<file path="config.mk">
export PLATFORM = sky130hd
export DESIGN_NAME = frame_dispatcher
export DESIGN_NICKNAME = d
export VERILOG_FILES = /design/src/rtl/frame_dispatcher.sv
export SDC_FILE = /design/constraint.sdc
export NUM_CORES = 1
export LEC_CHECK = 0
export CAP_MARGIN = 0
export CORE_MARGIN = 4
export CORE_UTILIZATION = 39
export DETAILED_ROUTE_END_ITERATION = 10
export GPL_ROUTABILITY_DRIVEN = 0
export HOLD_SLACK_MARGIN = 0.06
export PLACE_DENSITY = 0.87
export REMOVE_ABC_BUFFERS = 1
export SLEW_MARGIN = 20
export SYNTH_ARGS = -nofsm -noshare
export SYNTH_HDL_FRONTEND = slang
export SYNTH_SLANG_ARGS = --single-unit
</file>
<file path="constraint.sdc">
create_clock -name clk -period 3.8 [get_ports clk]
set_input_delay 0.76 -clock clk [delete_from_list [all_inputs] [get_ports clk]]
set_output_delay 0.76 -clock clk [all_outputs]
set_load 0.02 [all_outputs]
</file>
<file path="src/rtl/frame_dispatcher.sv">
// Frame dispatcher: hands one tile per round to each render core and advances
// rounds on the all-cores-done interrupt, swapping the double buffer on vsync.
module frame_dispatcher #(
  parameter int CORE_NUM   = 4,
  parameter int ADDR_WIDTH = 16,
  parameter int TILE_WORDS = 1024,
  parameter int ROUNDS     = 4
) (
  input  logic                           clk,
  input  logic                           reset,
  input  logic                           enable,
  input  logic                           interrupt,
  input  logic                           vsync,
  output logic [CORE_NUM-1:0]            core_start,
  output logic [CORE_NUM*ADDR_WIDTH-1:0] core_base,
  output logic                           buffer_select,
  output logic                           frame_done,
  output logic [7:0]                     frame_count,
  output logic                           busy
);

  localparam int FRAME_WORDS = CORE_NUM * ROUNDS * TILE_WORDS;
  localparam int RW = (ROUNDS > 1) ? $clog2(ROUNDS) : 1;
  localparam logic [RW-1:0] LAST_ROUND = RW'(ROUNDS - 1);

  typedef enum logic [2:0] {IDLE, DISPATCH, WAIT_DONE, WAIT_VSYNC, SWAP} state_t;

  state_t                           state, next_state;
  logic [RW-1:0]                    round, next_round;
  logic [CORE_NUM*ADDR_WIDTH-1:0]   next_base;

  // Wide intermediate, wrapped to the address width on return.
  function automatic logic [ADDR_WIDTH-1:0] tile_base(input logic sel,
                                                      input logic [RW-1:0] rnd,
                                                      input int core);
    return ADDR_WIDTH'(64'(sel) * 64'(FRAME_WORDS) +
                       (64'(rnd) * 64'(CORE_NUM) + 64'(core)) * 64'(TILE_WORDS));
  endfunction

  always_comb begin
    next_state = state;
    next_round = round;
    case (state)
      IDLE:       if (enable) next_state = DISPATCH;
      DISPATCH:   next_state = WAIT_DONE;
      WAIT_DONE: begin
        if (interrupt) begin
          if (round == LAST_ROUND) begin
            next_round = '0;
            next_state = WAIT_VSYNC;
          end else begin
            next_round = round + RW'(1);
            next_state = DISPATCH;
          end
        end
      end
      WAIT_VSYNC: if (vsync) next_state = SWAP;
      SWAP:       next_state = enable ? DISPATCH : IDLE;
      default:    next_state = IDLE;
    endcase
  end

  // Bases use the current buffer index: by the time SWAP leads into DISPATCH
  // the buffer has already toggled, so a new frame lands in the fresh buffer.
  always_comb begin
    next_base = '0;
    for (int i = 0; i < CORE_NUM; i++)
      next_base[i*ADDR_WIDTH +: ADDR_WIDTH] = tile_base(buffer_select, next_round, i);
  end

  always_ff @(posedge clk) begin
    if (reset) begin
      state         <= IDLE;
      round         <= '0;
      core_start    <= '0;
      core_base     <= '0;
      buffer_select <= 1'b0;
      frame_done    <= 1'b0;
      frame_count   <= 8'd0;
      busy          <= 1'b0;
    end else begin
      state      <= next_state;
      round      <= next_round;
      core_start <= {CORE_NUM{next_state == DISPATCH}};
      frame_done <= (next_state == SWAP);
      busy       <= (next_state != IDLE);
      if (next_state == DISPATCH)
        core_base <= next_base;
      if (next_state == SWAP) begin
        buffer_select <= ~buffer_select;
        frame_count   <= frame_count + 8'd1;
      end
    end
  end

endmodule
</file>
==> results by group, run 1 <==
Timing
  • Worst setup margin: 1610 ps
  • Unrepaired setup endpoints after global routing: false
  • Clk_skew: 1.75 ps
  • Fmax: 457 MHz
  • Final Max Tran Viols: 0
  • Final hold viol count: 0
  • Slew of the pin with the lowest slew margin: 681 ps
  • Worst relative slew slack: 0.545
  • Final period utilization: 0.575
  • Period minus WS final: 2190 ps
  • # setup viols final: 0
  • Fin Setup TNS: 0 ps

Critical path
  • WP depth: 1
  • Setup CP Type: register to primary output
  • Buf+Inv Stages, Crit Path: 1
  • Reg2reg end: frame_count[7]
  • FF-to-FF Start: state[0]
  • Crit-path max FO: 5
  • WP data required: 3040 ps
  • Worst Setup EP: frame_count[3]
  • Max stage delay cell, worst path: clkdlybuf4s50_1
  • Top delay family on crit path: buffers and inverters
  • Crit path cell chain: clkdlybuf4s50_1
  • Crit path DAT: 1430 ps
  • R2R Setup Slk: 2170 ps
  • CP Launch Type: register
  • CP peak stage delay: 660 ps
  • Worst reg2reg path depth: 4
  • Crit path from: frame_count[3]
  • Crit end category: primary output

Synthesis
  • Seq/Total Area, Yosys: 0.315
  • Most frequent cells after synthesis: 63 x buf_4, 21 x dfxtp_1, 14 x nor2_1, 5 x nor2b_1, 5 x xor2_1
  • Netlist area before placement: 0.00134 mm²
  • #FFs+latches synth: 21
  • Post-synth EDFFs: 0
  • Top post-synthesis cells by area: buf_4 35%, dfxtp_1 31%, nor2_1 3.9%
  • Leading area contributor after synthesis: buf_4
  • Post-synth ARST share: 0
  • Cell count after synthesis: 149
  • Synth Flop Type: dfxtp_1
  • Syn avg cell area: 8.97 µm²
  • Post-synthesis cell type count: 29
  • Most frequent cell after synthesis: buf_4
  • Top cell type's share of synthesized area: 0.354
  • Ys Warns: 0

Placement
  • Post-DP HPWL: 1720 µm
  • IO buf count: 35
  • Pre-CTS setup slack: 1330 ps
  • Dpl cell area: 0.00143 mm²

Finish
  • Multi-input gate area: 597 µm²
  • Area Overhead vs Synth: 8.71%
  • Antenna diodes: 0
  • Fill count: 333
  • Fraction of layout cells with a size suffix above 1: 0.0592
  • Final instance area: 0.00145 mm²
  • Sequential cell area: 420 µm²
  • Fin nets: 177

CTS
  • Root buf cell: clkbuf_4
  • Clk buf depth: 2
  • Number of CTS-inserted buffers: 3
  • CTS Sinks: 21
  • Clock Pin Slew Worst Setup and Hold Paths: 100 ps
  • Cells resized by post-CTS repair: 0
  • Hold bufs inserted after CTS: 0
  • CTS tree: yes
  • H-tree depth: 1
  • Post CTS Setup Buffer Count: 0
  • Worst-skew pair later-pin latency: 290 ps

Pwr
  • Power density over the cells: 305 mW/mm²
  • Post-route total power: 0.442 mW
  • Max VDD drop: 0.0953 mV
  • Pleak: 0.637 nW

Drt
  • Routed via count: 819
  • Drt wl/cell: 9.76 µm
  • Drt pass-1 iters: 3
  • 1st-iter DRT viols: 38
  • Total length of routed wires: 2080 µm
  • Vias/cell: 3.85
  • DR DRC count: 0
  • Routed Antenna Nets: 0

Floorplanning
  • Die Y: 66.5 µm
  • Effective utilization at floorplan: 0.424
  • Io pins: 84
  • Die area: 0.00443 mm²
  • Rows: 20
  • Chip width: 66.5 µm
  • Core region area: 0.00315 mm²

Global route
  • Global route overflow: 0
  • Largest net degree at the start of global routing: 22
  • Initial antenna violation count: 0
  • First-pass GRT wire length: 3110 µm
  • Vias in the first global route: 684
  • Global Route Usage Sum: 0.0891

Run
  • Max-cap viol count: 0

Min path
  • Hold WC Path Type: register to register
  • Min-delay src: frame_count[7]

Outcome
  • Status: finished clean
[cells in the final DEF (no fill, tap or decap), types with 3 or more instances in the layout]
cell / n
dfxtp_1: 21
nand2_1: 4
a21oi_1: 3
conb_1: 48
mux2i_1: 4
xor2_1: 5
nor2b_1: 5
clkbuf_4: 3
clkdlybuf4s50_1: 35
nand2b_1: 3
nor2_1: 14
[cell families (layout without fill, tap and decap cells)]
| logic type | after synthesis | count (layout) | share of synthesized area |
|---|---|---|---|
| AOI/OAI and AO/OA | 9 | 9 | 0.0477 |
| xor gates and xnor gates | 7 | 7 | 0.0459 |
| adders and majority gates | 2 | 2 | 0.0187 |
| buffers and inverters | 67 | 40 | 0.371 |
| DFF | 21 | 21 | 0.315 |
| muxes | 6 | 6 | 0.0468 |
| other | 1 | 48 | 0.00281 |
| and+or+nand+nor | 36 | 36 | 0.153 |
[per-stage QoR]
stage               instances   util  hold slack [ps]
floorplan                 130      -              496
global placement          209  0.452              479
detailed placement        209  0.452              486
CTS                       213  0.461              505
global route              213  0.461              539
finish                    213  0.461              497
[routing by layer]
layer | global-route usage | up-vias | part of all wire
met3 | 0.0337 | 2 | 0.099
met2 | 0.140 | 38 | 0.49
met5 | 0 | - | 0
li1 | - | 408 | -
met1 | 0.114 | 371 | 0.40
met4 | 0.0228 | 0 | 0.0058
[layout make-up]
type	count	share of cell area
Multi-Input combinational cell	108	0.411
Sequential cell	21	0.289
Timing Repair Buffer	35	0.241
Tap cell	44	0.0379
Clock buffer	4	0.0181
Inverter	1	0.00258
[where the power goes]
group / switching [mW] / leakage (nW) / internal (mW)
sequential: 0.00603 / 0.170 / 0.227
combinational: 0.0759 / 0.451 / 0.0337
clock: 0.0596 / 0.0150 / 0.0407
total: 0.142 / 0.637 / 0.301
[how the worst min path moves through the flow]
stage / end / depth (start not counted)
finish: frame_count[7] / 2
detailed placement: frame_count[7] / 2
global placement: frame_count[7] / 2
CTS: frame_count[7] / 2
global route: frame_count[7] / 2
floorplan: round[1] / 2
[state kept, by name (all words and copies together), names as in the netlist]
name	flops
frame_count	8
core_base	4
state	3
round	2
buffer_select	1
busy	1
core_start	1
frame_done	1
Note: power is estimated with default switching activity, not from simulation.
==> run 2, diff against run 1 <==
- CORE_UTILIZATION: 39 -> 37
- PLACE_DENSITY: 0.87 -> 0.83
- clock period: 3.8 -> 2.1 ns (I/O delays scaled with it)
==> results by group, run 2 (synthesized netlist as in run 1, its figures left out) <==
Critical path
  • Crit-path max FO: 5 (unchanged)
  • CP peak stage delay: 670 ps (about the same)
  • Crit end category: primary output
  • Max stage delay cell, worst path: clkdlybuf4s50_1
  • Top delay family on crit path: buffers and inverters
  • Setup CP Type: register to primary output
  • WP data required: 1680 ps (-1360 ps)
  • Buf+Inv Stages, Crit Path: 1 (unchanged)
  • CP Launch Type: register
  • Crit path cell chain: clkdlybuf4s50_1
  • Crit path DAT: 1430 ps (about the same)

Finish
  • Top flop regs: frame_count (8), core_base (4), state (3)
  • Most common cell after layout, fill and taps aside: conb_1
  • Fraction of layout cells with a size suffix above 1: 0.0814 (+0.0222)
  • Final instance area: 0.00149 mm² (+2.7%)
  • Max reg flops: 8 (unchanged)
  • Fin nets: 180 (+1.7%)
  • Commonest cells after routing, fill and taps aside: 48 x conb_1, 35 x clkdlybuf4s50_1, 21 x dfxtp_1
  • Biggest register: frame_count
  • Fill count: 362 (+8.7%)
  • Antenna diodes: 0 (unchanged)
  • Area Overhead vs Synth: 11.6%

Global route
  • Vias in the first global route: 722 (+5.6%)
  • First-pass GRT wire length: 3160 µm (+1.8%)
  • Global route overflow: 0 (unchanged)
  • Largest net degree at the start of global routing: 15 (-32%)
  • Initial antenna violation count: 0 (unchanged)
  • Global Route Usage Sum: 0.0888 (-0.000317)

Drt
  • Routed via count: 827 (+0.98%)
  • Drt pass-1 iters: 3 (unchanged)
  • 1st-iter DRT viols: 16 (-58%)
  • Vias/cell: 3.79 (-1.3%)
  • DR DRC count: 0 (unchanged)
  • Routed Antenna Nets: 0 (unchanged)
  • Drt wl/cell: 9.67 µm (-0.88%)
  • Total length of routed wires: 2110 µm (+1.4%)

Timing
  • Unrepaired setup endpoints after global routing: false
  • Fin Setup TNS: 0 ps (unchanged)
  • Worst setup margin: 249 ps (-1360 ps)
  • Final Max Tran Viols: 0 (unchanged)
  • Clk_skew: 2.91 ps (+1.16 ps)
  • Fmax: 540 MHz
  • # setup viols final: 0 (unchanged)
  • Final hold viol count: 0 (unchanged)
  • Period minus WS final: 1850 ps
  • Final period utilization: 0.881

CTS
  • Root buf cell: clkbuf_4
  • Clk buf depth: 2 (unchanged)
  • H-tree depth: 1 (unchanged)
  • CTS tree: yes
  • Number of CTS-inserted buffers: 3 (unchanged)
  • CTS Sinks: 21 (unchanged)
  • Cells resized by post-CTS repair: 0 (unchanged)
  • Hold bufs inserted after CTS: 0 (unchanged)
  • Clock Pin Slew Worst Setup and Hold Paths: 110 ps (about the same)
  • Worst-skew pair later-pin latency: 290 ps (about the same)
  • Post CTS Setup Buffer Count: 0 (unchanged)

Pwr
  • Max VDD drop: 0.147 mV (+54%)
  • Post-route total power: 0.811 mW (+83%)
  • Power density over the cells: 544 mW/mm² (+79%)
  • Pleak: 0.657 nW (+3.2%)

Floorplanning
  • Die Y: 68.1 µm (+2.3%)
  • Effective utilization at floorplan: 0.391 (-0.0326)
  • Io pins: 84 (unchanged)
  • Chip width: 68.1 µm (+2.3%)
  • Die area: 0.00464 mm² (+4.7%)
  • Rows: 21 (+5.0%)
  • Core region area: 0.00342 mm² (+8.3%)

Placement
  • Dpl cell area: 0.00146 mm² (+2.6%)
  • IO buf count: 35 (unchanged)
  • Pre-CTS setup slack: -12.1 ps (-1340 ps)
  • Post-DP HPWL: 1750 µm (+2.2%)

Run
  • Max-cap viol count: 0 (unchanged)

Outcome
  • Status: finished clean

Min path
  • Hold WC Path Type: register to register
[run 2: final cells by class]
type	instances	area, µm²	share of cell area
Multi-Input combinational cell	108	597	0.400
Timing Repair Buffer	38	385	0.258
Clock inverter	1	5.00	0.00336
Inverter	1	3.75	0.00252
Tap cell	46	57.6	0.0386
Sequential cell	21	420	0.282
Clock buffer	3	22.5	0.0151
[run 2: power breakdown]
group	leakage [nW]	total (mW)	switching [mW]	internal (mW)
Clock	0.0177	0.186	0.116	0.0707
Sequential	0.170	0.421	0.0110	0.410
Combinational	0.469	0.203	0.137	0.0661
Total	0.657	0.811	0.264	0.547
[run 2: per-stage QoR]
step | util | hold WS, ps | cells
3_3_place_gp | 0.429 | 471 | 214
5_1_grt | 0.437 | 545 | 218
2_1_floorplan | - | 489 | 130
6_report | 0.437 | 498 | 218
4_1_cts | 0.437 | 503 | 218
3_5_place_dp | 0.429 | 486 | 214
[run 2: final timing paths]
path                                     start              to  slack [ps]  cells after the start
worst min register to register  frame_count[7]  frame_count[7]         500                      2
worst max-delay path            frame_count[3]  frame_count[3]         250                      1
worst max register to register        state[0]   core_base[61]         490                      4
worst min-delay path            frame_count[7]  frame_count[7]         500                      2
[run 2: layer usage]
metal / global-route usage / part of all wire / vias up
met5: 0 / 0 / -
met4: 0.0223 / 0.0062 / 0
met3: 0.0296 / 0.10 / 2
met2: 0.144 / 0.50 / 37
met1: 0.112 / 0.39 / 375
li1: - / - / 413
